--- src/rtl/channel_state_ring.sv ---
// Time-multiplexed per-channel state store: a delayed write burst captures N_CH words,
// a delayed read burst replays them in order. Optional CHANNEL_STATE_RING_PRIME_EN adds a primed flag.
module channel_state_ring #(
  parameter int WIDTH  = 32,
  parameter int N_CH   = 4,
  parameter int DEPTH  = 8,
  parameter int WR_DLY = 2,
  parameter int RD_DLY = 1
) (
  input  logic                       clk,
  input  logic                       rst,
  input  logic                       rst_user,
  input  logic                       before_enawrite,
  input  logic                       before_enaread,
  input  logic [WIDTH-1:0]           cin,
  output logic [WIDTH-1:0]           cout,
  output logic [$clog2(DEPTH):0]     level,
  output logic                       full,
  output logic                       empty,
  output logic                       wr_busy,
  output logic                       rd_busy,
  output logic                       ovf_err,
  output logic                       udf_err
);

  localparam int AW = $clog2(DEPTH);
  localparam int LW = AW + 1;
  localparam int CW = (N_CH > 1) ? $clog2(N_CH) : 1;

  logic [WIDTH-1:0]  r_mem [DEPTH];
  logic [AW-1:0]     r_wr_ptr, r_rd_ptr;
  logic [LW-1:0]     r_level;
  logic [WR_DLY-1:0] r_wr_dly;
  logic [RD_DLY-1:0] r_rd_dly;
  logic              r_wr_act, r_rd_act;
  logic [CW-1:0]     r_wr_cnt, r_rd_cnt;
  logic              r_ovf, r_udf;
  logic [WIDTH-1:0]  r_cout;

  logic w_clr, w_full, w_empty;
  logic w_wr_win, w_wr_last, w_wr_pend, w_wr_start, w_wr_acc;
  logic w_rd_win, w_rd_last, w_rd_pend, w_rd_start, w_rd_acc, w_rd_udf;
  logic [WIDTH-1:0] w_fill;

  assign w_clr   = rst | rst_user;
  assign w_full  = (r_level == LW'(DEPTH));
  assign w_empty = (r_level == '0);

  // A window is live on the cycle the delay line emits the pulse and while the counter runs.
  assign w_wr_win   = r_wr_dly[WR_DLY-1] | r_wr_act;
  assign w_wr_last  = w_wr_win & (r_wr_cnt == CW'(N_CH - 1));
  assign w_wr_pend  = (|r_wr_dly) | r_wr_act;
  assign w_wr_start = before_enawrite & ~w_wr_pend;
  assign w_wr_acc   = w_wr_win & ~w_full;

  assign w_rd_win   = r_rd_dly[RD_DLY-1] | r_rd_act;
  assign w_rd_last  = w_rd_win & (r_rd_cnt == CW'(N_CH - 1));
  assign w_rd_pend  = (|r_rd_dly) | r_rd_act;
  assign w_rd_start = before_enaread & ~w_rd_pend;

`ifdef CHANNEL_STATE_RING_PRIME_EN
  localparam logic [WIDTH-1:0] PRIME_VAL = '0;
  logic r_primed;

  // Until the first full write burst lands, reads replay PRIME_VAL and leave the store alone.
  assign w_rd_acc = w_rd_win & ~w_empty & r_primed;
  assign w_rd_udf = w_rd_win & w_empty & r_primed;
  assign w_fill   = r_primed ? '0 : PRIME_VAL;

  always_ff @(posedge clk) begin
    if (w_clr)          r_primed <= 1'b0;
    else if (w_wr_last) r_primed <= 1'b1;
  end
`else
  assign w_rd_acc = w_rd_win & ~w_empty;
  assign w_rd_udf = w_rd_win & w_empty;
  assign w_fill   = '0;
`endif

  // NOTE: sequential state uses non-blocking assignments so every register sees pre-edge values.
  always_ff @(posedge clk) begin
    if (w_clr) begin
      r_wr_dly <= '0;
      r_rd_dly <= '0;
      r_wr_act <= 1'b0;
      r_rd_act <= 1'b0;
      r_wr_cnt <= '0;
      r_rd_cnt <= '0;
      r_wr_ptr <= '0;
      r_rd_ptr <= '0;
      r_level  <= '0;
      r_ovf    <= 1'b0;
      r_udf    <= 1'b0;
    end else begin
      for (int i = WR_DLY - 1; i > 0; i--) r_wr_dly[i] <= r_wr_dly[i-1];
      r_wr_dly[0] <= w_wr_start;
      for (int i = RD_DLY - 1; i > 0; i--) r_rd_dly[i] <= r_rd_dly[i-1];
      r_rd_dly[0] <= w_rd_start;

      if (w_wr_win) begin
        r_wr_act <= ~w_wr_last;
        r_wr_cnt <= w_wr_last ? '0 : r_wr_cnt + 1'b1;
      end
      if (w_rd_win) begin
        r_rd_act <= ~w_rd_last;
        r_rd_cnt <= w_rd_last ? '0 : r_rd_cnt + 1'b1;
      end

      if (w_wr_acc) r_wr_ptr <= r_wr_ptr + 1'b1;
      if (w_rd_acc) r_rd_ptr <= r_rd_ptr + 1'b1;

      case ({w_wr_acc, w_rd_acc})
        2'b10:   r_level <= r_level + 1'b1;
        2'b01:   r_level <= r_level - 1'b1;
        default: r_level <= r_level;
      endcase

      r_ovf <= r_ovf | (w_wr_win & w_full) | (before_enawrite & w_wr_pend);
      r_udf <= r_udf | w_rd_udf | (before_enaread & w_rd_pend);
    end
  end

  // NOTE: the storage array has no reset; level and pointers define which words are meaningful.
  always_ff @(posedge clk) begin
    if (!w_clr && w_wr_acc) r_mem[r_wr_ptr] <= cin;
  end

  // Reading the array here sees the pre-edge word, giving read-before-write on a shared address.
  always_ff @(posedge clk) begin
    if (rst) begin
      r_cout <= '0;
    end else if (!rst_user) begin
      if (w_rd_acc)      r_cout <= r_mem[r_rd_ptr];
      else if (w_rd_win) r_cout <= w_fill;
    end
  end

  assign cout    = r_cout;
  assign level   = r_level;
  assign full    = w_full;
  assign empty   = w_empty;
  assign wr_busy = w_wr_win;
  assign rd_busy = w_rd_win;
  assign ovf_err = r_ovf;
  assign udf_err = r_udf;

endmodule

--- config.mk ---
export PLATFORM = sky130hd
export DESIGN_NAME = channel_state_ring
export DESIGN_NICKNAME = d
export VERILOG_FILES = /design/src/rtl/channel_state_ring.sv
export SDC_FILE = /design/constraint.sdc
export NUM_CORES = 1
export LEC_CHECK = 0
export ABC_CLOCK_PERIOD_IN_PS = 5120
export BUFFER_PORTS_ARGS = -buffer_cell sky130_fd_sc_hd__buf_2
export CORE_MARGIN = 3
export CORE_UTILIZATION = 55
export CTS_CLUSTER_SIZE = 24
export DETAILED_ROUTE_END_ITERATION = 7
export GPL_TIMING_DRIVEN = 1
export PLACE_DENSITY = 0.74
export SYNTH_ARGS = -nofsm -noshare
export SYNTH_HDL_FRONTEND = slang
export SYNTH_SLANG_ARGS = --single-unit
export TNS_END_PERCENT = 1
--- constraint.sdc ---
create_clock -name clk -period 5.12 [get_ports clk]
set_input_delay 0.256 -clock clk [delete_from_list [all_inputs] [get_ports clk]]
set_output_delay 0.256 -clock clk [all_outputs]
set_load 0.02 [all_outputs]
==> impl_metrics.ini, run 1 <==
[routing]
drt-wirelength-per-cell_um = 22.1
drtIter0Drc = 395
drc_errors = 0
wl_met3_um = 879
drt-met1-wl_um = 9110
dr.pass1.iters = 4
vias_per_cell = 5.80
num_vias = 5663
ant_nets = 0
wl_met2_um = 11200
top_layer_used = met4
wl_um = 21600

[timing]
hold_ws_ps = 17.8
fin_ws_ps = 2180
tightest_slew_ps = 1210
setup_viol = 0
fmax_mhz = 340
rsz0062_at_grt = false
post-route-period-util_pct = 57.4
slew_violations = 0
worst_clock_skew_ps = 20.4
finalSetupTns_ps = 0
period_minus_slack_ps = 2940
maxSlewHeadroom_pct = 18.9
hold_viol_final = 0

[critical_path]
worst_setup_path_end_kind = flop
cp.arrival_ps = 3400
cp_cell_sequence = nor4b_1, nor2_1, inv_1, ha_1, xor2_1, ha_1, a21oi_1, xor2_1, or3_1, a21oi_1
crit_fanout = 9
critPathLaunchType = flop
crit_family = simple AND/OR/NAND/NOR gates
crit_required_ps = 5580
cp.buffers_inverters = 1
crit_type = reg2reg
cpPeakStageDelay_ps = 730
slowest_stage = nor4b_1

[clock_tree]
cts-root-buf = clkbuf_16
clk_pin_slew_ps = 60
cts_tree = built
post-cts-setup-buffer-count = 0
max-clock-path-buffers = 3
h-tree-depth = 1
clkSinkCount = 312
numCtsBuffers = 30
worstSkewPairLatency_ps = 550

[global_routing]
antenna_found_initial = 0
grt_overflow_total = 0
grt_use_total_pct = 19.5
grt_max_degree = 43
grt_pass1_wl_um = 33800
grt_pass1_vias = 5960

[logic_synthesis]
synth_nets = 608
seq_area_frac_synth_pct = 76.5
synth_cell_types = 36
synth-seq-cells = 312
syn-cell-area_sq_um = 11500
synth_cells = 564
synth_area_per_cell_sq_um = 20.4
ys_warn_count = 0

[pwr]
powerDensity_nw_per_um2 = 372
ir_drop_mv = 0.277
power_leakage_nw = 4.56

[status]
status = finished, final reports clean

[place]
dpl_cell_area_sq_um = 12200
portBuffers = 78
dp_hpwl_um = 12000
pre_cts_ws_ps = 2190
place_congestion = 0.758

[floorplan]
pin_count = 79
num_rows = 52
initial_core_util_pct = 56.4
die-area_sq_um = 22700
die_h_um = 151
core_sq_um = 20400
dieWidth_um = 151

[run]
drv_cap = 0

[cells_and_area]
diodes = 0
design_area_sq_um = 13500
area_delta_synth_final_pct = 17.3
fillers = 1362
nets = 726
drive_gt1_share_pct = 30.5

[worst_hold_path]
hp-class = in2reg
[cell usage in the layout (no fill, tap or decap), types with 2 or more instances in the layout]
cell type      synthesis  routed
nand2b_1               2       2
and2_1                33      33
nand3_1                2       2
dlygate4sd3_1          0      30
bufinv_16              0       4
buf_4                  2       7
clkinv_2               0      13
inv_1                  4       4
nor2_1                25      18
a221o_1               32      32
nor3b_1                2       2
nor3_1                 6       4
dfxtp_1               56      54
mux4_2                64      64
and3_1                 2       2
buf_2                  7      78
a21oi_1                9       9
nor2_4                 0       7
nor3_2                 0       2
clkbuf_1              15       5
edfxtp_1             256     256
xnor2_1                4       4
xor2_1                 3       3
clkbuf_16              0      30
o21ai_0                5       5
ha_1                   7       7
mux2i_1                2       2
nor4b_1                2       2
nand2_1                7       7
clkbuf_8               0       2
[what timing repair did]
| action | in CTS | in global routing |
|---|---|---|
| hold buffers | 29 | 1 |
| gates resized for setup | 0 | 0 |
| hold endpoints to repair | 211 | 8 |
[registers in the layout, indices dropped and copies added (netlist names), 2 cells and up, named ones only]
name	count
r_rd_ptr	3
level	4
r_wr_cnt	2
r_wr_dly	2
r_wr_ptr	3
r_mem	256
r_rd_cnt	2
cout	32
[cells in the mapped netlist, drive strengths merged]
library cell,number,area (sq um)
nor3,6,30.0
o21a,1,7.51
edfxtp,256,7690
a21oi,9,45.0
o21ai,5,25.0
a221o,32,320
nand2b,2,12.5
clkbuf,15,56.3
nor4,2,27.5
buf,14,106
nor4b,2,17.5
nand3,2,10.0
nor4bb,1,10.0
xnor2,4,35.0
nor2b,1,6.26
inv,4,15.0
xor2,3,26.3
nand2,7,26.3
dfxtp,56,1120
or4,1,7.51
nor2,26,100
and3,3,23.8
or2,1,6.26
a211o,1,8.76
nor3b,2,15.0
and2,33,206
ha,7,87.6
mux2i,2,20.0
mux4,64,1440
or3,1,6.26
nand4,1,6.26
[layout make-up]
| class | count | area, sq um | area share (%) |
|---|---|---|---|
| clock inverters | 19 | 205 | 1.52 |
| flip-flops and latches | 312 | 8810 | 65.2 |
| clock buffers | 37 | 797 | 5.90 |
| well taps | 270 | 338 | 2.50 |
| inverters | 4 | 15.0 | 0.111 |
| repair buffers | 115 | 743 | 5.50 |
| multi-input cells | 219 | 2600 | 19.2 |
[cells by family (layout without fill, tap and decap cells)]
family                   count (synthesis)  after routing  synth area share (%)
AO/OA/AOI/OAI                           48             48                  3.53
XOR/XNOR                                 7              7                 0.532
adder cells (fa/ha/maj)                  7              7                 0.761
buffers and inverters                   33            175                  1.54
flip-flops                             312            312                  76.5
multiplexers                            66             66                  12.7
AND/OR/NAND/NOR                         91             91                  4.44
[per-stage QoR]
| stage | utilization, % | instances | power (W) |
|---|---|---|---|
| after floorplan | - | 564 | 0.00282 |
| after CTS | 66.1 | 975 | 0.00506 |
| after global routing | 66.1 | 976 | 0.00517 |
| after global placement | 59.8 | 890 | 0.00286 |
| after detailed placement | 59.8 | 890 | 0.00286 |
| final | 66.1 | 976 | 0.00503 |
[path summary, 6_finish.rpt]
kind                          from                      to  slack [ps]  depth (start not counted)
max reg2reg  level[1]$_SDFFE_PP0P_   level[2]$_SDFFE_PP0P_        2180                         10
min reg2reg     udf_err$_SDFF_PP0_      udf_err$_SDFF_PP0_         450                          2
max          level[1]$_SDFFE_PP0P_   level[2]$_SDFFE_PP0P_        2180                         10
min                        cin[10]  r_mem[7][10]$_DFFE_PP_          20                          1
[layer usage]
metal / global-route usage, % / vias up
li1: - / 2537
met1: 27.1 / 2953
met2: 33.1 / 135
met3: 3.16 / 38
met4: 4.71 / 0
met5: 0 / -
[where the power goes]
group	switching [W]	internal (W)	leakage, nW	total, W
registers	0.00000162	0.00274	2.75	0.00274
clock network	0.000891	0.00131	0.506	0.00220
logic	0.0000512	0.0000313	1.30	0.0000826
No activity file was read; power rests on OpenSTA's default activity.
==> inputs of run 2 (changes only) <==
--- a/config.mk
+++ b/config.mk
@@ -5,14 +5,15 @@
 export SDC_FILE = /design/constraint.sdc
 export NUM_CORES = 1
 export LEC_CHECK = 0
-export ABC_CLOCK_PERIOD_IN_PS = 5120
+export ABC_AREA = 1
+export ABC_CLOCK_PERIOD_IN_PS = 2900
 export BUFFER_PORTS_ARGS = -buffer_cell sky130_fd_sc_hd__buf_2
 export CORE_MARGIN = 3
 export CORE_UTILIZATION = 55
 export CTS_CLUSTER_SIZE = 24
 export DETAILED_ROUTE_END_ITERATION = 7
 export GPL_TIMING_DRIVEN = 1
-export PLACE_DENSITY = 0.74
+export PLACE_DENSITY = 0.73
 export SYNTH_ARGS = -nofsm -noshare
 export SYNTH_HDL_FRONTEND = slang
 export SYNTH_SLANG_ARGS = --single-unit
==> constraint.sdc (replaced) <==
create_clock -name clk -period 2.9 [get_ports clk]
set_input_delay 0.145 -clock clk [delete_from_list [all_inputs] [get_ports clk]]
set_output_delay 0.145 -clock clk [all_outputs]
set_load 0.02 [all_outputs]
==> run 2 against run 1 <==
Sequential share of layout area shrank 6.5 points. Core utilization down 0.43 points. Die area up 11%. Power rose by 79%. Global-route usage increased by 2.2 points. Maximum frequency increased by 25%. Synthesized cell count grew 120%. Clock skew is 13 ps lower. Largest cell class unchanged. Highest routed layer unchanged.
==> impl_metrics.ini, run 2 <==
[logic_synthesis]
synth_area_per_cell_sq_um = 10.2
synthFlopType = edfxtp_1
synth.most_common_cell = nand2_1
synth-simple-area-share_pct = 19.7
syn-cell-area_sq_um = 12900
synth_top_area_cell = edfxtp_1
seq_area_frac_synth_pct = 68.4
synth_common_cells = nand2_1, edfxtp_1, inv_1
synth_cell_types = 25
synth_top_area_share_pct = 59.7
synth_xor_xnor_area_share_pct = 0.204
synth-seq-cells = 312
synth_top_family_by_area = simple AND/OR/NAND/NOR gates
synthAdderAreaFrac_pct = 0.681
synth_compound_area_share_pct = 2.24
synth_nets = 1308
muxShareOfSynthArea_pct = 0
yosys-top-cells-area = edfxtp_1, nand2_1, dfxtp_1
synth_cells = 1264
synth-edff-count = 256
ys_warn_count = 0
ys_async_sr_fraction_pct = 0

[routing]
drt-wirelength-per-cell_um = 16.0
num_vias = 8871
vias_per_cell = 5.18
dr.pass1.iters = 5
wl_um = 27400
drtIter0Drc = 785
drc_errors = 0
ant_nets = 0

[critical_path]
reg2reg_from = level[2]$_SDFFE_PP0P_
crit_type = reg2reg
slowest_stage = buf_4
crit_path_start = level[2]$_SDFFE_PP0P_
worst_setup_path_end_kind = flop
cp_cell_sequence = inv_1, nand3_1, nand2_1, inv_1, nand3_1, nor2_4, buf_4
crit_fanout = 32
cpPeakStageDelay_ps = 490
crit_required_ps = 3090
critPathLaunchType = flop
cp.arrival_ps = 2540

[global_routing]
grt_max_degree = 129
antenna_found_initial = 1
grt_overflow_total = 0
grt_pass1_vias = 8828
grt_use_total_pct = 21.7
grt_pass1_wl_um = 44900

[timing]
post-route-period-util_pct = 81.2
period_minus_slack_ps = 2350
worst_clock_skew_ps = 6.92
maxSlewHeadroom_pct = 42.7
hold_viol_final = 0
fmax_mhz = 425
hold_ws_ps = 42.4
tightest_slew_ps = 859
fin_ws_ps = 545
slew_violations = 0
rsz0062_at_grt = false
setup_viol = 0

[cells_and_area]
drive_gt1_share_pct = 12.1
final_common_cell = nand2_1
design_area_sq_um = 15000
largest_reg_flops = 256
fillers = 1759
final_cell_mix = nand2_1, edfxtp_1, inv_1, nand3_1, buf_2
seq_area_sq_um = 8810
nets = 1417
regMostFlops = r_mem
fin_util_pct = 65.7
area_delta_synth_final_pct = 16.6
multi_input_area_sq_um = 2990

[floorplan]
die-area_sq_um = 25300
die_h_um = 159
core_sq_um = 22800
pin_count = 79
initial_core_util_pct = 56.3
num_rows = 55
dieWidth_um = 159

[clock_tree]
cts-root-buf = clkbuf_16
clk_pin_slew_ps = 60
cts_tree = built
post-cts-setup-buffer-count = 0
max-clock-path-buffers = 3
h-tree-depth = 1
numCtsBuffers = 31
clkSinkCount = 312
worstSkewPairLatency_ps = 550

[run]
drv_cap = 0

[place]
dpl_cell_area_sq_um = 13600
place_congestion = 0.826
dp_hpwl_um = 14900
pre_cts_ws_ps = 572
portBuffers = 78

[pwr]
powerDensity_nw_per_um2 = 601
power_leakage_nw = 6.39
ir_drop_mv = 0.450

[worst_hold_path]
holdCritStartpoint = rst_user
hp-class = in2reg

[status]
status = finished, final reports clean
run 2: area by class of cell:
type	instances	area share, %
sequential	312	58.7
multi-input combinational	670	19.9
timing repair buffer	136	6.32
inverter	222	5.56
clock buffer	35	5.34
tap	313	2.61
clock inverter	23	1.50
antenna	1	0.0167
run 2: repair_timing:
item / CTS / global route
hold buffers: 34 / 0
endpoints found under the setup margin: 0 / 0
gates resized for setup: 0 / 0
hold endpoints to repair: 260 / 0
run 2: kinds of logic after synthesis:
logic type	Yosys count
AND/OR/NAND/NOR	604
buffers and inverters	282
XOR/XNOR	3
flip-flops	312
AO/OA/AOI/OAI	56
adder cells (fa/ha/maj)	7
run 2: final timing paths:
| check | cells past startpoint | to | slack (ps) |
|---|---|---|---|
| worst max register to register | 7 | r_mem[5][30]$_DFFE_PP_ | 550 |
| worst min register to register | 1 | r_wr_dly[0]$_SDFF_PP0_ | 420 |
| worst max-delay path | 7 | r_mem[5][30]$_DFFE_PP_ | 550 |
| worst min-delay path | 5 | ovf_err$_SDFF_PP0_ | 40 |
run 2: report_power, final:
part	total [W]	switching [W]	internal, W	leakage, nW
logic	0.000183	0.000116	0.0000674	3.14
clock network	0.00399	0.00165	0.00234	0.498
registers	0.00485	0.00000439	0.00484	2.75
run 2: through the flow:
stage	cells	power (W)	TNS, ps
CTS	1711	0.00908	0
global route	1712	0.00930	0
global placement	1619	0.00509	0
finish	1712	0.00902	0
detailed placement	1619	0.00509	0
floorplan	1264	0.00500	-108040
run 2: layer usage:
layer | share of wire, % | GRT usage, %
met5 | 0 | 0
met4 | 2.7 | 7.32
met2 | 47 | 35.9
met3 | 7.1 | 4.37
met1 | 43 | 29.1
run 2: critical path: cells and delay by family (launching register included):
| kind | cells | cell delay (ps) |
|---|---|---|
| and+or+nand+nor | 4 | 820 |
| buffers and inverters | 3 | 780 |
| DFF | 1 | 390 |
==> inputs of run 3 (changes only) <==
--- a/config.mk
+++ b/config.mk
@@ -6,7 +6,7 @@
 export NUM_CORES = 1
 export LEC_CHECK = 0
 export ABC_AREA = 1
-export ABC_CLOCK_PERIOD_IN_PS = 2900
+export ABC_CLOCK_PERIOD_IN_PS = 2200
 export BUFFER_PORTS_ARGS = -buffer_cell sky130_fd_sc_hd__buf_2
 export CORE_MARGIN = 3
 export CORE_UTILIZATION = 55
==> constraint.sdc (replaced) <==
create_clock -name clk -period 2.2 [get_ports clk]
set_input_delay 0.11 -clock clk [delete_from_list [all_inputs] [get_ports clk]]
set_output_delay 0.11 -clock clk [all_outputs]
set_load 0.02 [all_outputs]
==> run 3 against run 2 <==
Via count grew 0.92%. Die area is the same. Maximum frequency grew 19%. Flip-flop and latch count is the same. Sequential power grew 32%. Critical path type unchanged. Largest power group unchanged.
==> impl_metrics.ini, run 3 (synthesized netlist as in run 2, its figures left out) <==
[critical_path]
cpPeakStageDelay_ps = 350
crit_required_ps = 2650
reg2reg_from = level[0]$_SDFFE_PP0P_
reg2reg_slack_ps = 220
r2r_cells = 13
crit_path_start = level[0]$_SDFFE_PP0P_
slowest_stage = dfxtp_2
crit_fanout = 7
cp_cell_sequence = nor2_2, nand3_2, nand2_1, inv_2, ha_2, nand2_1, inv_1, nor2_1, ha_1, a21oi_1, xnor2_1, o21ai_0, inv_1
worst_setup_path_end_kind = flop
critPathLaunchType = flop
crit_type = reg2reg
r2r_end = level[2]$_SDFFE_PP0P_
cp.buffers_inverters = 3
cp.arrival_ps = 2430
crit_family = simple AND/OR/NAND/NOR gates

[floorplan]
die-area_sq_um = 25300
pin_count = 79
initial_core_util_pct = 56.3
num_rows = 55
die_h_um = 159
core_sq_um = 22800
dieWidth_um = 159

[timing]
slew_violations = 0
tightest_slew_ps = 558
hold_viol_final = 0
finalSetupTns_ps = 0
period_minus_slack_ps = 1980
worst_clock_skew_ps = 26.6
post-route-period-util_pct = 89.9
fmax_mhz = 505
maxSlewHeadroom_pct = 62.8
rsz0062_at_grt = false
setup_viol = 0
hold_ws_ps = 109

[global_routing]
grt_pass1_vias = 8820
grt_use_total_pct = 22.1
grt_pass1_wl_um = 45300
grt_max_degree = 69
grt_overflow_total = 0
antenna_found_initial = 1

[clock_tree]
h-tree-depth = 1
max-clock-path-buffers = 3
numCtsBuffers = 31
cts-root-buf = clkbuf_16
cts_tree = built
clkSinkCount = 312
worstSkewPairLatency_ps = 560
clk_pin_slew_ps = 60

[worst_hold_path]
holdPathStages = 5
hp-class = in2reg
holdCritStartpoint = rst_user
min_to = r_rd_cnt[1]$_SDFFE_PP0P_

[cells_and_area]
design_area_sq_um = 15200
area_delta_synth_final_pct = 18.0
drive_gt1_share_pct = 13.1
largest_reg_flops = 256
fillers = 1695
seq_area_sq_um = 8820
final_common_cell = nand2_1
final_cells = 1722
nets = 1427
multi_input_area_sq_um = 3040
final_cell_mix = nand2_1, edfxtp_1, inv_1, nand3_1, buf_2
regMostFlops = r_mem

[place]
portBuffers = 78
dp_hpwl_um = 16300
dpl.cell_count = 1629
place_congestion = 0.814
dpl_cell_area_sq_um = 13800

[pwr]
intPower_w = 0.00979
p_seq_share_pct = 52.9
power_leakage_nw = 6.47
swShare_pct = 19.0
ir_drop_mv = 0.620
clockPowerShare_pct = 44.9
combinationalPowerShare_pct = 2.1
p_sw_w = 0.00229
powerDensity_nw_per_um2 = 795

[routing]
dr.pass1.iters = 8
wl_um = 28200
drt-wirelength-per-cell_um = 16.4
drtIter0Drc = 720
ant_nets = 0
drc_errors = 0
num_vias = 8953
vias_per_cell = 5.20

[status]
status = finished, final reports clean

[run]
drv_cap = 0
-- run 3: what timing repair did --
| action | 4_1_cts | 5_1_grt |
|---|---|---|
| endpoints found under the setup margin | 0 | 17 |
| hold buffers | 34 | 0 |
| setup buffers | 0 | 0 |
| resized for setup | 0 | 6 |
| hold endpoints to repair | 260 | 0 |
-- run 3: power by group through the flow --
| stage | logic [W] | clock network, W | registers [W] |
|---|---|---|---|
| 2_1_floorplan | 0.0000692 | 0 | 0.00653 |
| 3_3_place_gp | 0.000201 | 0 | 0.00652 |
| 3_5_place_dp | 0.000208 | 0 | 0.00652 |
| 4_1_cts | 0.000256 | 0.00551 | 0.00639 |
| 5_1_grt | 0.000280 | 0.00575 | 0.00639 |
| 6_report | 0.000257 | 0.00543 | 0.00639 |
-- run 3: worst min-delay path, cell delays in order --
cell     delay (ps)
buf_2           120
nor2_1          100
buf_4           180
o21ai_0          70
nor2_1           40
-- run 3: how the worst max path moves through the flow --
stage,to,slack [ps],cells past startpoint
global placement,level[2]$_SDFFE_PP0P_,240,12
detailed placement,level[2]$_SDFFE_PP0P_,180,13
finish,level[2]$_SDFFE_PP0P_,220,13
CTS,r_mem[3][18]$_DFFE_PP_,160,7
global route,level[2]$_SDFFE_PP0P_,40,13
floorplan,r_mem[7][0]$_DFFE_PP_,-90,6
-- run 3: per-stage QoR --
stage	worst slack [ps]	utilization [%]	power, W
final	222	66.5	0.0121
after global placement	244	60.3	0.00672
after global routing	36.0	66.5	0.0124
after detailed placement	183	60.3	0.00673
after CTS	155	66.4	0.0122
after floorplan	-93.1	-	0.00659
-- run 3: per-layer routing --
metal / global-route usage [%] / part of all wire [%] / up-vias
li1: - / - / 4333
met1: 29.8 / 42 / 4239
met2: 37.4 / 48 / 334
met3: 3.51 / 7.9 / 47
met4: 6.92 / 1.9 / 0
met5: 0 / 0 / -
-- run 3: final cells by class --
cell class	instances	share of cell area (%)
Sequential cell	312	58.1
Multi-Input combinational cell	670	20.0
Timing Repair Buffer	146	6.82
Inverter	222	5.49
Clock buffer	37	5.32
Tap cell	313	2.58
Clock inverter	21	1.67
Antenna cell	1	0.0165
